$ cat config.mk
export PLATFORM = sky130hd
export DESIGN_NAME = key_debounce
export DESIGN_NICKNAME = d
export VERILOG_FILES = /design/src/rtl/debounce_pkg.sv /design/src/rtl/sync_2ff.sv /design/src/rtl/key_debounce.sv
export SDC_FILE = /design/constraint.sdc
export NUM_CORES = 1
export LEC_CHECK = 0
export CORE_UTILIZATION = 51
export DETAILED_ROUTE_END_ITERATION = 12
export PLACE_DENSITY = 0.76
export SETUP_SLACK_MARGIN = 0.3
export SYNTH_ARGS = -nofsm -noshare
export SYNTH_HDL_FRONTEND = slang
export SYNTH_SLANG_ARGS = --single-unit
export TNS_END_PERCENT = 5
$ cat constraint.sdc
create_clock -name sysclk -period 1.7 [get_ports sysclk]
set_clock_uncertainty 0.15 [all_clocks]
set_input_delay 0.255 -clock sysclk [delete_from_list [all_inputs] [get_ports sysclk]]
set_output_delay 0.255 -clock sysclk [all_outputs]
set_load 0.05 [all_outputs]
$ cat src/rtl/debounce_pkg.sv
// Shared constants and helpers for the key debouncer.
package debounce_pkg;

    localparam int DEB_CLK_CYC_NS = 10;
    localparam int DEB_TIME_NS    = 10_000_000;

    // Width of a counter that must hold 0 .. deb_cnt-1.
    function automatic int deb_cnt_width(input int deb_cnt);
        return (deb_cnt < 2) ? 1 : $clog2(deb_cnt);
    endfunction

endpackage

$ cat src/rtl/sync_2ff.sv
// Two-flop synchronizer for a single asynchronous bit, with a selectable reset level.
module sync_2ff #(
    parameter logic RST_VAL = 1'b1
) (
    input  logic i_clk,
    input  logic i_srst,
    input  logic i_d,
    output logic o_q
);

    logic r_s1;
    logic r_s2;

    always_ff @(posedge i_clk) begin
        if (i_srst) begin
            r_s1 <= RST_VAL;
            r_s2 <= RST_VAL;
        end else begin
            r_s1 <= i_d;
            r_s2 <= r_s1;
        end
    end

    assign o_q = r_s2;

endmodule

$ cat src/rtl/key_debounce.sv
// Debounces an active-low key into a clean level plus one-cycle press/release strobes.
module key_debounce
    import debounce_pkg::*;
#(
    parameter int CLK_CYC     = debounce_pkg::DEB_CLK_CYC_NS,
    parameter int DEB_TIME_NS = debounce_pkg::DEB_TIME_NS
) (
    input  logic sysclk,
    input  logic sys_rst,
    input  logic key_in,
    output logic key_out,
    output logic key_press,
    output logic key_release
);

    localparam int DEB_CNT = DEB_TIME_NS / CLK_CYC;
    localparam int CNT_W   = deb_cnt_width(DEB_CNT);
    localparam logic [CNT_W-1:0] CNT_MAX = CNT_W'(DEB_CNT - 1);

    generate
        if (DEB_CNT < 2) begin : g_deb_cnt_check
            $error("key_debounce: DEB_TIME_NS/CLK_CYC must be at least 2");
        end
    endgenerate

    logic             w_s2;
    logic [CNT_W-1:0] r_cnt;
    logic             r_key;
    logic             r_press;
    logic             r_release;

    sync_2ff #(
        .RST_VAL (1'b1)
    ) u_sync (
        .i_clk  (sysclk),
        .i_srst (sys_rst),
        .i_d    (key_in),
        .o_q    (w_s2)
    );

    // Any sample that agrees with the current output restarts qualification.
    always_ff @(posedge sysclk) begin
        if (sys_rst) begin
            r_cnt     <= '0;
            r_key     <= 1'b1;
            r_press   <= 1'b0;
            r_release <= 1'b0;
        end else begin
            r_press   <= 1'b0;
            r_release <= 1'b0;
            if (w_s2 == r_key) begin
                r_cnt <= '0;
            end else if (r_cnt == CNT_MAX) begin
                r_key     <= w_s2;
                r_cnt     <= '0;
                r_press   <= ~w_s2;
                r_release <= w_s2;
            end else begin
                r_cnt <= r_cnt + CNT_W'(1);
            end
        end
    end

    assign key_out     = r_key;
    assign key_press   = r_press;
    assign key_release = r_release;

endmodule

==> results.json <==
{
  "syn_to_final_growth_pct": 30.1,
  "clockBufferDepth": 2,
  "hold_viol_final": 0,
  "syn_area_per_cell_um2": 9.19,
  "powerDensity_mw_per_mm2": 589,
  "drcViolationCount": 0,
  "period_share_pct": 98.1,
  "fp-row-count": 16,
  "cp_slowest_stage_delay_ps": 460,
  "antenna_left": 0,
  "synth_cell_types": 32,
  "ys_ff_latch": 25,
  "grt_pass1_wl_um": 4040,
  "synth_fp_nets": 127,
  "die_y_um": 49.1,
  "worstPathMaxFanout": 4,
  "die_area_mm2": 0.00241,
  "initial_core_util_pct": 55.9,
  "clk_pin_slew_worst_paths_ps": 130,
  "fill_cells": 152,
  "crit_path_end_kind": "register",
  "vdd_drop_max_v": 0.000546,
  "p_leak_uw": 0.000557,
  "cts-buffers-inserted": 3,
  "hold_class": "reg -> reg",
  "diodes": 0,
  "rsz0062_at_grt": "true",
  "synth_cells": 123,
  "fin_crit_ps": 1670,
  "worstPathRequired_ps": 1810,
  "drt_wl_total_um": 2490,
  "yosysSeqAreaShare_pct": 44.3,
  "max_freq_mhz": 599,
  "io_buffers": 5,
  "grt_max_degree": 14,
  "nNetsFinal": 159,
  "slowest_stage": "or4_1",
  "antenna_found_initial": 0,
  "final_layout_size_suffix_gt1_share_pct": 38.3,
  "dpl.hpwl_um": 1870,
  "startpoint_type": "register",
  "first_global_vias": 936,
  "via_count": 1012,
  "crit_chain": "nand2_1, or3_4, or4_1, a21oi_1",
  "maxCapViolCount": 0,
  "synth_top_area_share_pct": 44.3,
  "netlist_top_cells_area": "dfxtp_1, xor2_1, nor2_1, nand4_1, nand2_1",
  "wl_per_cell_um": 13.8,
  "vias_per_cell": 5.59,
  "gp_congestion": 0.912,
  "cts_tree": "yes",
  "grt-ovfl-total": 0,
  "root_buffer": "clkbuf_4",
  "grt_use_total_pct": 22.1,
  "dr.pass1.iters": 4,
  "setup_viol": 0,
  "die_w_um": 49.1,
  "synth_area_mm2": 0.00113,
  "worstSetupPathType": "reg -> reg",
  "ctsHoldBuffers": 0,
  "drt_iter0_markers": 22,
  "crit_arrival_ps": 1770,
  "fin_setup_tns_ps": 0,
  "clkLatencyLatePin_ps": 310,
  "synth_top_area_cell": "dfxtp_1",
  "htreeDepth": 1,
  "maxSlewHeadroom_pct": 75.0,
  "io_pins": 6,
  "max_slew.worst_pin.slew_ps": 372,
  "outcome": "complete, no violations",
  "maxSlewViolCount": 0,
  "clock_sinks": 25,
  "core_area_mm2": 0.00202,
  "total_power_uw": 867,
  "synth_warnings": 0
}
==> final timing paths <==
kind	slack (ps)	startpoint	end	cells after the start
max	30	r_cnt[13]	r_cnt[15]	4
min	280	u_sync.r_s1	u_sync.o_q	1
max reg2reg	30	r_cnt[13]	r_cnt[15]	4
min reg2reg	280	u_sync.r_s1	u_sync.o_q	1
==> placed cells by master (no fill, tap or decap), types with 4 or more instances in the layout <==
cell     synthesis  routed
buf_4            1      30
nand4_1          9       9
dfxtp_2          0      10
dfxtp_1         25      14
nor2_1          16      16
xor2_1          12      12
nand3_1          5       5
a21oi_1          4       4
nand2_1          7       7
inv_1            4       4
==> synthesized netlist by cell type <==
master,instances
nor3_1,2
o31ai_1,1
nor4_1,4
xnor2_1,3
a21oi_1,4
nand4_2,2
or2b_2,1
inv_1,4
and4_2,1
a31o_2,2
o21bai_2,1
nor2_1,16
nor3b_1,1
buf_2,2
nand2_1,7
xor2_1,12
nor4b_1,2
o21ai_0,1
clkbuf_4,1
clkbuf_8,1
o21a_1,1
nand3_1,5
or2_2,2
nand4_1,9
and3_1,2
buf_4,1
and2_1,2
or4_1,2
or3_1,2
and4_1,3
ha_1,1
dfxtp_1,25
==> flip-flops by register name, summed over array words and instances, names as in the netlist <==
register	flops
r_cnt	20
key_out	1
key_press	1
key_release	1
u_sync.o_q	1
u_sync.r_s1	1
==> layout make-up <==
cell class | instances | area, µm² | area share, %
multi-input cells | 89 | 633 | 43.1
flip-flops and latches | 25 | 517 | 35.1
repair buffers | 32 | 245 | 16.7
well taps | 27 | 33.8 | 2.30
clock buffers | 4 | 26.3 | 1.79
inverters | 4 | 15.0 | 1.02
==> timing repair <==
item	in CTS	in global routing
endpoints found under the setup margin	23	23
gates resized for setup	8	6
buffers inserted	2	1
pin swaps	3	1
==> worst max-delay path, delay by kind of cell, from the launching register on <==
family / cells / cell delay (ps)
compound gates: 1 / 130
flops: 1 / 380
simple gates: 3 / 950
==> cell families (layout without fill, tap and decap cells) <==
family / Yosys count / in the layout / synth area share [%]
compound gates: 10 / 10 / 6.09
xor+xnor: 15 / 15 / 11.6
fa+ha+maj: 1 / 1 / 1.11
buf+inv: 9 / 40 / 4.76
flops: 25 / 25 / 44.3
simple gates: 63 / 63 / 32.1
==> layer usage <==
metal  GRT usage (%)  share of wire, %
met1            27.8                43
met2            37.2                52
met3            3.12               3.9
met4            9.80               1.7
met5               0                 0
==> where the power goes <==
part	total (µW)	leakage (µW)	internal (µW)	switching, µW
clock network	258	0.0000150	91.7	166
logic	20.6	0.000335	12.5	8.09
registers	588	0.000207	587	1.69
total	867	0.000557	691	176
==> per-stage QoR <==
stage	utilization (%)	cells	instance area, µm²	worst slack (ps)	hold WS (ps)
floorplan	-	123	1160	38.1	209
global placement	68.0	174	1380	31.7	242
detailed placement	68.0	174	1380	-1.32	250
CTS	71.1	180	1440	5.39	283
global route	72.7	181	1470	-20.7	321
finish	72.7	181	1470	31.9	278
Note: power is estimated with default switching activity, not from simulation.
==> patch (config.mk and constraints unchanged) <==
`DEB_TIME_NS`: 10_000_000 -> 5_000_000.
--- a/src/rtl/debounce_pkg.sv
+++ b/src/rtl/debounce_pkg.sv
@@ -3,5 +3,5 @@
 
     localparam int DEB_CLK_CYC_NS = 10;
-    localparam int DEB_TIME_NS    = 10_000_000;
+    localparam int DEB_TIME_NS    = 5_000_000;
 
     // Width of a counter that must hold 0 .. deb_cnt-1.
Behaviour: same outputs for any inputs over 10 cycles, from zero or initial values and one cycle with sys_rst high; that may be too few to reach the edited logic, so the function may still have changed.
==> patch against the unedited design <==
- sequential cell count decreased by 1
- design area decreased by 8.2%
- highest routed layer unchanged
- global-route usage increased by 1.2 points
- routed wire length decreased by 16%
- critical endpoint is now r_cnt[17]
- utilization decreased by 3.2 points
- die area decreased by 7.2%
- area after synthesis decreased by 7.5%
- total power increased by 15%
- critical path depth increased by 1
- worst setup slack got worse by 0.29 ns
- clock power increased by 58%
- hold slack about the same
- the run now ends with setup timing left
- via count decreased by 11%
- sequential power decreased by 3.6%
==> patch: results (changes against the unedited design) <==
outcome=finished with violations; violations in the final reports=setup timing; GRT Total Usage=23.3% (+1.2 points); maximum net fanout on the critical path=17 (+13); Post-CTS Setup Inserts=0 (-2); Routed WL=2090 um (-16%); Max rail drop VDD=863 uV (+58%); wire length of the first global-routing pass=3630 um (-10%); top cells by instance count after synthesis=24 x sky130_fd_sc_hd__dfxtp_1, 19 x sky130_fd_sc_hd__nor2_1, 9 x sky130_fd_sc_hd__xnor2_1, 7 x sky130_fd_sc_hd__nand3_1; setup slack of the critical path after layout=-0.257 ns (-0.289 ns); peak per-stage delay on the critical path=0.51 ns (+0.05 ns); Setup TNS Final=-4.25 ns (-4.25 ns); count of placed standard cells in the final layout, fillers left out=173 (-4.4%); average cell area after synthesis=9.01 um^2 (-2.0%); met2 GRT Util=40.5% (+3.3 points); # setup viols final=19 (+19); Static Leakage=0.468 nW (-16%); Detailed Route Iter0 Violations=9 (-59%); placed inst area=1300 um^2 (-5.7%); maximum number of pins on one net before global-route repair=18 (+4); placed wire-length estimate after detailed placement=1640 um (-12%); post-synthesis sequential area ratio=46.0% (+1.7 points); pin slew with the least headroom to its limit=0.349 ns (-0.0226 ns); number of distinct library cell variants in the gate-level netlist after synthesis=29 (-9.4%); gp weighted congestion=0.798 (-13%); power spent charging and discharging nets=179 uW (+2.2%); Synth area leaders=sky130_fd_sc_hd__dfxtp_1 46%, sky130_fd_sc_hd__xnor2_1 7.5%, sky130_fd_sc_hd__nor2_1 6.8%
## patch: worst paths after layout
path	to	slack, ns	cells after the start	from
hold reg to reg	u_sync.o_q	0.28	1	u_sync.r_s1
setup / recovery	r_cnt[17]	-0.26	5	r_cnt[12]
hold / removal	u_sync.o_q	0.28	1	u_sync.r_s1
setup reg to reg	r_cnt[17]	-0.26	5	r_cnt[12]
## patch: cells by family after synthesis
kind of cell | Yosys count
flops | 24
simple gates | 60
xor+xnor | 14
mux | 1
compound gates | 9
fa+ha+maj | 1
buf+inv | 7
## patch: power by group through the flow
stage               combinational [mW]  sequential [mW]  clock, mW
finish                          0.0185            0.567      0.408
global route                    0.0204            0.568      0.434
CTS                             0.0190            0.567      0.412
detailed placement              0.0189            0.580          0
global placement                0.0177            0.580          0
floorplan                      0.00941            0.579          0
## patch: final cells by class
| cell class | instances | area [um^2] |
|---|---|---|
| flip-flops and latches | 24 | 482 |
| inverters | 4 | 15.0 |
| fillers | 175 | 592 |
| well taps | 27 | 33.8 |
| repair buffers | 29 | 235 |
| clock buffers | 3 | 22.5 |
| clock inverters | 1 | 30.0 |
| multi-input cells | 85 | 532 |
## patch: layer usage
metal  routed length [um]  part of all wire (%)
met5                    0                     0
met4                   47                   2.2
met3                   34                   1.6
met2                 1060                    51
met1                  948                    45
## patch: metrics by stage
step                utilization (%)  setup slack (ns)
global route                   69.5            -0.309
global placement               66.8            -0.197
finish                         69.5            -0.257
detailed placement             66.8            -0.234
CTS                            69.5            -0.255
floorplan                         -            -0.294
